### src/rtl/fetch_stage.sv
// Purpose: IF stage and IF/ID pipeline register of a 5-stage MIPS pipeline.
//   Owns the PC and selects the next PC from PCSrcID and the ID-stage targets.
//   Holds, bubbles or advances IF/ID under the hazard unit's stall/flush.
//   Latches external interrupts and injects a vectored trap when it is safe,
//   handing the interrupted PC to ID.
// Ports:
//   clk, reset         rising-edge clock, asynchronous active-low reset
//   stall, flush       hazard-unit controls (stall has priority over flush)
//   PCSrcID            0 seq, 1 branch, 2 jump, 3 jr, 4 illop, 5-7 seq
//   BranchTargetID, JumpTargetID, JRTargetID   redirect targets from ID
//   interrupt          level-sensitive external interrupt request
//   ImemAddr/ImemData  instruction memory address (= PCIF) and combinational data
//   PCIF               current fetch PC
//   InstID, PCplus4ID, ValidID, IrqTakenID, EPCID   IF/ID pipeline register
module fetch_stage #(
  parameter logic [31:0] RESET_VECTOR = 32'h8000_0000,
  parameter logic [31:0] IRQ_VECTOR   = 32'h8000_0004,
  parameter logic [31:0] ILLOP_VECTOR = 32'h8000_0008
) (
  input  logic        clk,
  input  logic        reset,
  input  logic        stall,
  input  logic        flush,
  input  logic [2:0]  PCSrcID,
  input  logic [31:0] BranchTargetID,
  input  logic [31:0] JumpTargetID,
  input  logic [31:0] JRTargetID,
  input  logic        interrupt,
  output logic [31:0] ImemAddr,
  input  logic [31:0] ImemData,
  output logic [31:0] PCIF,
  output logic [31:0] InstID,
  output logic [31:0] PCplus4ID,
  output logic        ValidID,
  output logic        IrqTakenID,
  output logic [31:0] EPCID
);

  localparam int unsigned XLEN = 32;

  logic [XLEN-1:0] r_pc;
  logic [XLEN-1:0] r_inst;
  logic [XLEN-1:0] r_pc4;
  logic            r_valid;
  logic            r_irq_taken;
  logic [XLEN-1:0] r_epc;
  logic            r_irq_pending;

  logic [XLEN-1:0] w_seq;
  logic [XLEN-1:0] w_redirect;
  logic            w_irq_latch;
  logic            w_take;

  logic [XLEN-1:0] w_pc_nxt;
  logic [XLEN-1:0] w_inst_nxt;
  logic [XLEN-1:0] w_pc4_nxt;
  logic            w_valid_nxt;
  logic            w_irq_taken_nxt;
  logic [XLEN-1:0] w_epc_nxt;
  logic            w_irq_pending_nxt;

  // Sequential PC: 31-bit wrap, kernel bit preserved.
  assign w_seq = {r_pc[XLEN-1], (XLEN-1)'(r_pc[XLEN-2:0] + (XLEN-1)'(4))};

  // Kernel mode masks both latching and taking of interrupts.
  assign w_irq_latch = interrupt & ~r_pc[XLEN-1];
  assign w_take      = r_irq_pending & ~r_pc[XLEN-1] & (PCSrcID == 3'd0);

  // Redirect target for a flush; unused encodings fall back to sequential.
  always_comb begin
    w_redirect = w_seq;
    case (PCSrcID)
      3'd1:    w_redirect = BranchTargetID;
      3'd2:    w_redirect = JumpTargetID;
      3'd3:    w_redirect = JRTargetID;
      3'd4:    w_redirect = ILLOP_VECTOR;
      default: w_redirect = w_seq;
    endcase
  end

  // Next-state selection in priority order: stall, flush, irq take, advance.
  always_comb begin
    w_pc_nxt          = r_pc;
    w_inst_nxt        = r_inst;
    w_pc4_nxt         = r_pc4;
    w_valid_nxt       = r_valid;
    w_irq_taken_nxt   = r_irq_taken;
    w_epc_nxt         = r_epc;
    w_irq_pending_nxt = r_irq_pending | w_irq_latch;
    if (stall) begin
      // hold everything except interrupt latching
    end else if (flush) begin
      w_pc_nxt        = w_redirect;
      w_inst_nxt      = '0;
      w_pc4_nxt       = '0;
      w_valid_nxt     = 1'b0;
      w_irq_taken_nxt = 1'b0;
    end else if (w_take) begin
      // Fetched word is dropped; it is re-fetched from EPC after eret.
      w_pc_nxt          = IRQ_VECTOR;
      w_inst_nxt        = '0;
      w_pc4_nxt         = '0;
      w_valid_nxt       = 1'b0;
      w_irq_taken_nxt   = 1'b1;
      w_epc_nxt         = r_pc;
      w_irq_pending_nxt = 1'b0;
    end else begin
      w_pc_nxt        = w_seq;
      w_inst_nxt      = ImemData;
      w_pc4_nxt       = w_seq;
      w_valid_nxt     = 1'b1;
      w_irq_taken_nxt = 1'b0;
    end
  end

  // State registers.
  always_ff @(posedge clk or negedge reset) begin
    if (!reset) begin
      r_pc          <= RESET_VECTOR;
      r_inst        <= '0;
      r_pc4         <= '0;
      r_valid       <= 1'b0;
      r_irq_taken   <= 1'b0;
      r_epc         <= '0;
      r_irq_pending <= 1'b0;
    end else begin
      r_pc          <= w_pc_nxt;
      r_inst        <= w_inst_nxt;
      r_pc4         <= w_pc4_nxt;
      r_valid       <= w_valid_nxt;
      r_irq_taken   <= w_irq_taken_nxt;
      r_epc         <= w_epc_nxt;
      r_irq_pending <= w_irq_pending_nxt;
    end
  end

  assign ImemAddr   = r_pc;
  assign PCIF       = r_pc;
  assign InstID     = r_inst;
  assign PCplus4ID  = r_pc4;
  assign ValidID    = r_valid;
  assign IrqTakenID = r_irq_taken;
  assign EPCID      = r_epc;

endmodule
### config.mk
export PLATFORM = sky130hd
export DESIGN_NAME = fetch_stage
export DESIGN_NICKNAME = d
export VERILOG_FILES = /design/src/rtl/fetch_stage.sv
export SDC_FILE = /design/constraint.sdc
export NUM_CORES = 1
export LEC_CHECK = 0
export CORE_MARGIN = 2
export CORE_UTILIZATION = 47
export CTS_BUF_LIST = sky130_fd_sc_hd__clkbuf_8
export DETAILED_ROUTE_END_ITERATION = 8
export PLACE_DENSITY = 0.9
export SETUP_SLACK_MARGIN = 0.15
export SLEW_MARGIN = 10
export SYNTH_ARGS = -nofsm -noshare
export SYNTH_HDL_FRONTEND = slang
export SYNTH_SLANG_ARGS = --single-unit
### constraint.sdc
create_clock -name clk -period 3.9 [get_ports clk]
set_input_delay 0.78 -clock clk [delete_from_list [all_inputs] [get_ports clk]]
set_output_delay 0.78 -clock clk [all_outputs]
set_load 0.005 [all_outputs]
* Word-level counts from Yosys, hierarchy flattened
Index checks and enable logic that the tools add are counted.
** Storage, ports and cells
- Register bits :: 131
- Input port bits :: 136
- Output and inout port bits :: 162
- Word-level logic and storage cells :: 39
** Operators by class
- $add $sub $neg :: 1
- Equal/unequal tests :: 5
- Mux-type cells :: 14
- Bitwise gates (word level) :: 7
- Reductions and logical operators :: 4
** Operators with widths (count)
- $mux 32 :: 6
- $pmux 32 s4 :: 1
- $add 31x3->31 const B :: 1
- $mux 1 :: 7
- $eq 3x2->1 const B :: 2
- $reduce_and 3->1 :: 2
- $ne 5x1->1 const B :: 1
- $and 1x1->1 :: 3
- $eq 3x1->1 const B :: 1
- $eq 3x3->1 const B :: 1
- $logic_not 3->1 :: 1
- $not 1->1 :: 3
- $reduce_bool 2->1 :: 1
- $or 1x1->1 :: 1

* Depth between registers and ports, before layout
- Word-level depth :: 6
- Mapped depth :: 8
- Mapped depth without buffers :: 6

* Least setup slack after synthesis
No wires, ideal clock.
- Path kind :: input to register
- Start point :: in PCSrcID[0]
- End point :: reg r_epc[20], in the netlist EPCID[20]
- Setup time :: 0.125 ns
- Arrival time :: 2.116 ns
- Required time :: 3.775 ns
- Setup slack :: 1.659 ns
- Stages :: 5
- Buffers on the path :: 1
- Cell sequence :: nor4_4 > nand2_2 > or3_4 > buf_6 > mux2_4
** On the way
- Word-level cells in the longest chain between the ends :: 3
** RTL lines
- start, declared :: line 24 : input logic [2:0] PCSrcID,
- $logic_not 3->1 :: line 67 : assign w_take = r_irq_pending & ~r_pc[XLEN-1] & (PCSrcID == 3'd0);
- $and 1x1->1 :: line 67
- $reduce_and 3->1 (no line)
- end signal, assigned :: line 132 : r_epc <= w_epc_nxt;
- end, declared :: line 46 : logic [XLEN-1:0] r_epc;
Every way passes these cells.
A chain may end at the register's enable or synchronous reset.

* Worst setup path after layout
- Start point :: in flush
- End point :: reg r_pc[7], in the netlist ImemAddr[7]
** On the way
- Word-level cells in the longest chain between the ends :: 1
** RTL lines
- start, declared :: line 23 : input logic flush,
- $mux 32 :: line 92 : end else if (flush) begin
- end signal, assigned :: line 127 : r_pc <= w_pc_nxt;
- end, declared :: line 41 : logic [XLEN-1:0] r_pc;
Every way passes these cells.

==> impl_results.md <==
- Period utilization: between 60% and 70%
- Post-Syn Instances: ~760
- Max-cap violations: 0
- Int Power: around 3 mW
- Starting DRT DRC Count: 480
- Grt ovf: 0
- Post-synth top flop: dfrtp_1
- Routability cong.: between 0.8 and 0.9
- Initial Utilization: between 40% and 50%
- CTS clk-pin slew, worst paths: around 0.070 ns
- Post-layout util: between 60 and 70%
- Drt drc: 0
- Total number of vias: 6713
- DRT Wirelength: roughly 23000 um
- Cell leakage power: ~4.4 nW
- Die H: about 130 um
- Core ar.: 0.0151 mm^2
- DP Wirelength: about 17000 um
- Die ar.: 0.0164 mm^2
- Status: finished, final reports clean
- Number of global-route vias before repair: roughly 6700
- IO buf count: 297
- Final setup fails: 0
- TritonCTS clock tree: yes
- Total GRT Usage: between 20 and 30%
- Crit. End Element: register
- NetSw: about 1.3 mW
- Dpl cells: 1162
- Crit path required time: approximately 4.3 ns
- Clock Skews: approximately 0.0098 ns
- Commonest non-fill, non-tap cells in the layout: 293 x clkdlybuf4s50_1, 130 x dfrtp_1, 127 x nand2_1, 42 x o21ai_0, 32 x nor2_1
- Vias per cell: approximately 5.6
- RSZ-0062 raised after global routing: false
- Clock power frac: roughly 28%
- FMAX: roughly 0.37 GHz
- Startpoint Class: primary input
- Filler cell count: about 1200
- CTS Buf Count: 17
- Footprint of the multi-input gates: 0.00339 mm^2
- Root buf cell: clkbuf_8
- Hold Crit Class: in -> async
- DR WL/cell: 19.5 um
- First-pass GRT wire length: between 30000 and 40000 um
- Seq cells post-synth: around 130
- # Post-CTS Setup Buffers: 0
- Most common cell after layout, fill and taps aside: clkdlybuf4s50_1
- Antenna viol nets, final: 0
- Reg area: around 0.0033 mm^2
- Pwr per Cell Area: a little over 400 mW/mm^2
- Combinational Power Share: between 30% and 40%
- Width of the die: ~130 um
- IO Count: 298
- Mapped Nets: around 900
- Core Rows: 45
- CTS resizes: 0
- Sequential share of the synthesized area: a little under half
- Post-synth cell types: 61
- Min Tclk post-route: between 2 and 3 ns
- Worst Path Arrival: 3.05 ns
- Synth warn: 0
- Total negative slack: 0 ns
- Largest net degree at the start of global routing: approximately 170
- Peak VDD IR: approximately 0.21 mV
- Share of layout cells above drive strength 1: 10.5%
- WS Path Type: in -> reg
- Relative slew slack: between 30% and 40%
- Mapped Area: around 0.0072 mm^2
- Antenna violations before repair: 0
- Clk_lat worst skew: between 0.4 and 0.5 ns
- Final Hold Fails: 0
- Hold Buf Count CTS: 0
- Layout Cells excl Fill: ~1200
- Post-synth EDFFs: 0
- ANT cells: 0
- Fin. max-slew vios: 0
- Fin nets: about 1100
- CTS H-tree depth: 4
- Crit path max fanout: 18
- Syn-to-layout area delta: 44.1%
- Sequential share of power: between 40% and 50%
- Avg Synthesized Cell Area: 9.54 um^2
- CTS Sinks: 131
- Drt first pass iters: 6
- Async S/R FF share, synth: 100%
- CTS Buffer Depth: 2
- Net Sw Frac: ~30%
- Worst Tran Pin Value: 1.02 ns
## per-layer routing
metal	up-vias	global-route usage [%]	share of wire, %	routed length (um)
met2	314	47.4	48	11300
met4	0	10.7	2.5	591
li1	3145	-	-	-
met3	49	8.14	8.2	1910
met1	3205	35.8	41	9480
met5	-	0	0	0
## power groups by stage
stage          sequential [mW]  clock [mW]  combinational (mW)
2_1_floorplan             1.77           0               0.561
3_3_place_gp              1.82           0                1.26
3_5_place_dp              1.83           0                1.29
4_1_cts                   1.81        1.20                1.30
5_1_grt                   1.84        1.27                1.39
6_report                  1.81        1.19                1.29
## kinds of logic (layout without fill, tap and decap cells)
| kind of cell | Yosys count | after routing | share of synthesized area [%] |
|---|---|---|---|
| and+or+nand+nor | 239 | 239 | 15.6 |
| AOI/OAI and AO/OA | 203 | 203 | 19.2 |
| DFF | 131 | 131 | 45.3 |
| buffers and inverters | 109 | 356 | 8.00 |
| muxes | 49 | 49 | 8.45 |
| xor gates and xnor gates | 27 | 27 | 3.27 |
| adders and majority gates | 1 | 1 | 0.173 |
## state kept, by name, summed over array words and instances, names as in the netlist
register / count
InstID: 32
ImemAddr: 32
IrqTakenID: 1
EPCID: 32
ValidID: 1
r_irq_pending: 1
PCplus4ID: 32
## metrics by stage
stage | total power, mW | hold WS [ns] | instance area, um^2 | worst slack (ns)
floorplan | 2.33 | 0.474 | 7240 | 1.66
global placement | 3.08 | 0.465 | 10000 | 0.850
detailed placement | 3.12 | 0.468 | 10000 | 0.831
CTS | 4.31 | 0.486 | 10400 | 1.31
global route | 4.50 | 0.500 | 10400 | 1.10
finish | 4.29 | 0.451 | 10400 | 1.22
## layout make-up
class / instances / area share [%]
sequential: 131 / 31.4
clock inverter: 14 / 1.57
clock buffer: 18 / 2.37
inverter: 16 / 0.575
timing repair buffer: 308 / 29.3
tap: 188 / 2.25
multi-input combinational: 519 / 32.5
## path summary, 6_finish.rpt
kind / startpoint / endpoint / slack, ns / depth (start not counted)
worst max-delay path: flush / ImemAddr[7] / 1.22 / 6
worst min-delay path: reset / EPCID[19] / 0.45 / 1
worst max register to register: ImemAddr[2] / PCplus4ID[22] / 1.28 / 6
worst min register to register: PCplus4ID[6] / PCplus4ID[6] / 0.48 / 2
max in group asynchronous: reset / InstID[9] / 2.60 / 2
min in group clk: PCplus4ID[6] / PCplus4ID[6] / 0.48 / 2
## cells in the mapped netlist, drive strengths merged, types with 5 or more instances
| cell type | count | area [um^2] |
|---|---|---|
| o32a | 5 | 50.1 |
| clkbuf | 38 | 143 |
| o31ai | 22 | 165 |
| a22oi | 29 | 218 |
| a21oi | 24 | 120 |
| nor4 | 10 | 98.8 |
| o21bai | 5 | 37.5 |
| mux2 | 46 | 582 |
| o21ai | 57 | 297 |
| nand3 | 17 | 85.1 |
| inv | 16 | 60.1 |
| a22o | 9 | 78.8 |
| xnor2 | 18 | 158 |
| a211o | 7 | 61.3 |
| xor2 | 9 | 78.8 |
| nor3 | 15 | 75.1 |
| a21o | 10 | 75.1 |
| buf | 55 | 377 |
| nand2 | 128 | 483 |
| nor2 | 32 | 120 |
| nand4 | 11 | 83.8 |
| o22ai | 10 | 62.6 |
| and3 | 7 | 48.8 |
| dfrtp | 130 | 3250 |
## critical path, cell delays in order
cell and delay (ns):
clkdlybuf4s50_1 0.87, inv_1 0.24, a31oi_4 0.53, buf_4 0.33, a31oi_1 0.11, o22ai_1 0.18
No activity file was read; power rests on OpenSTA's default activity.
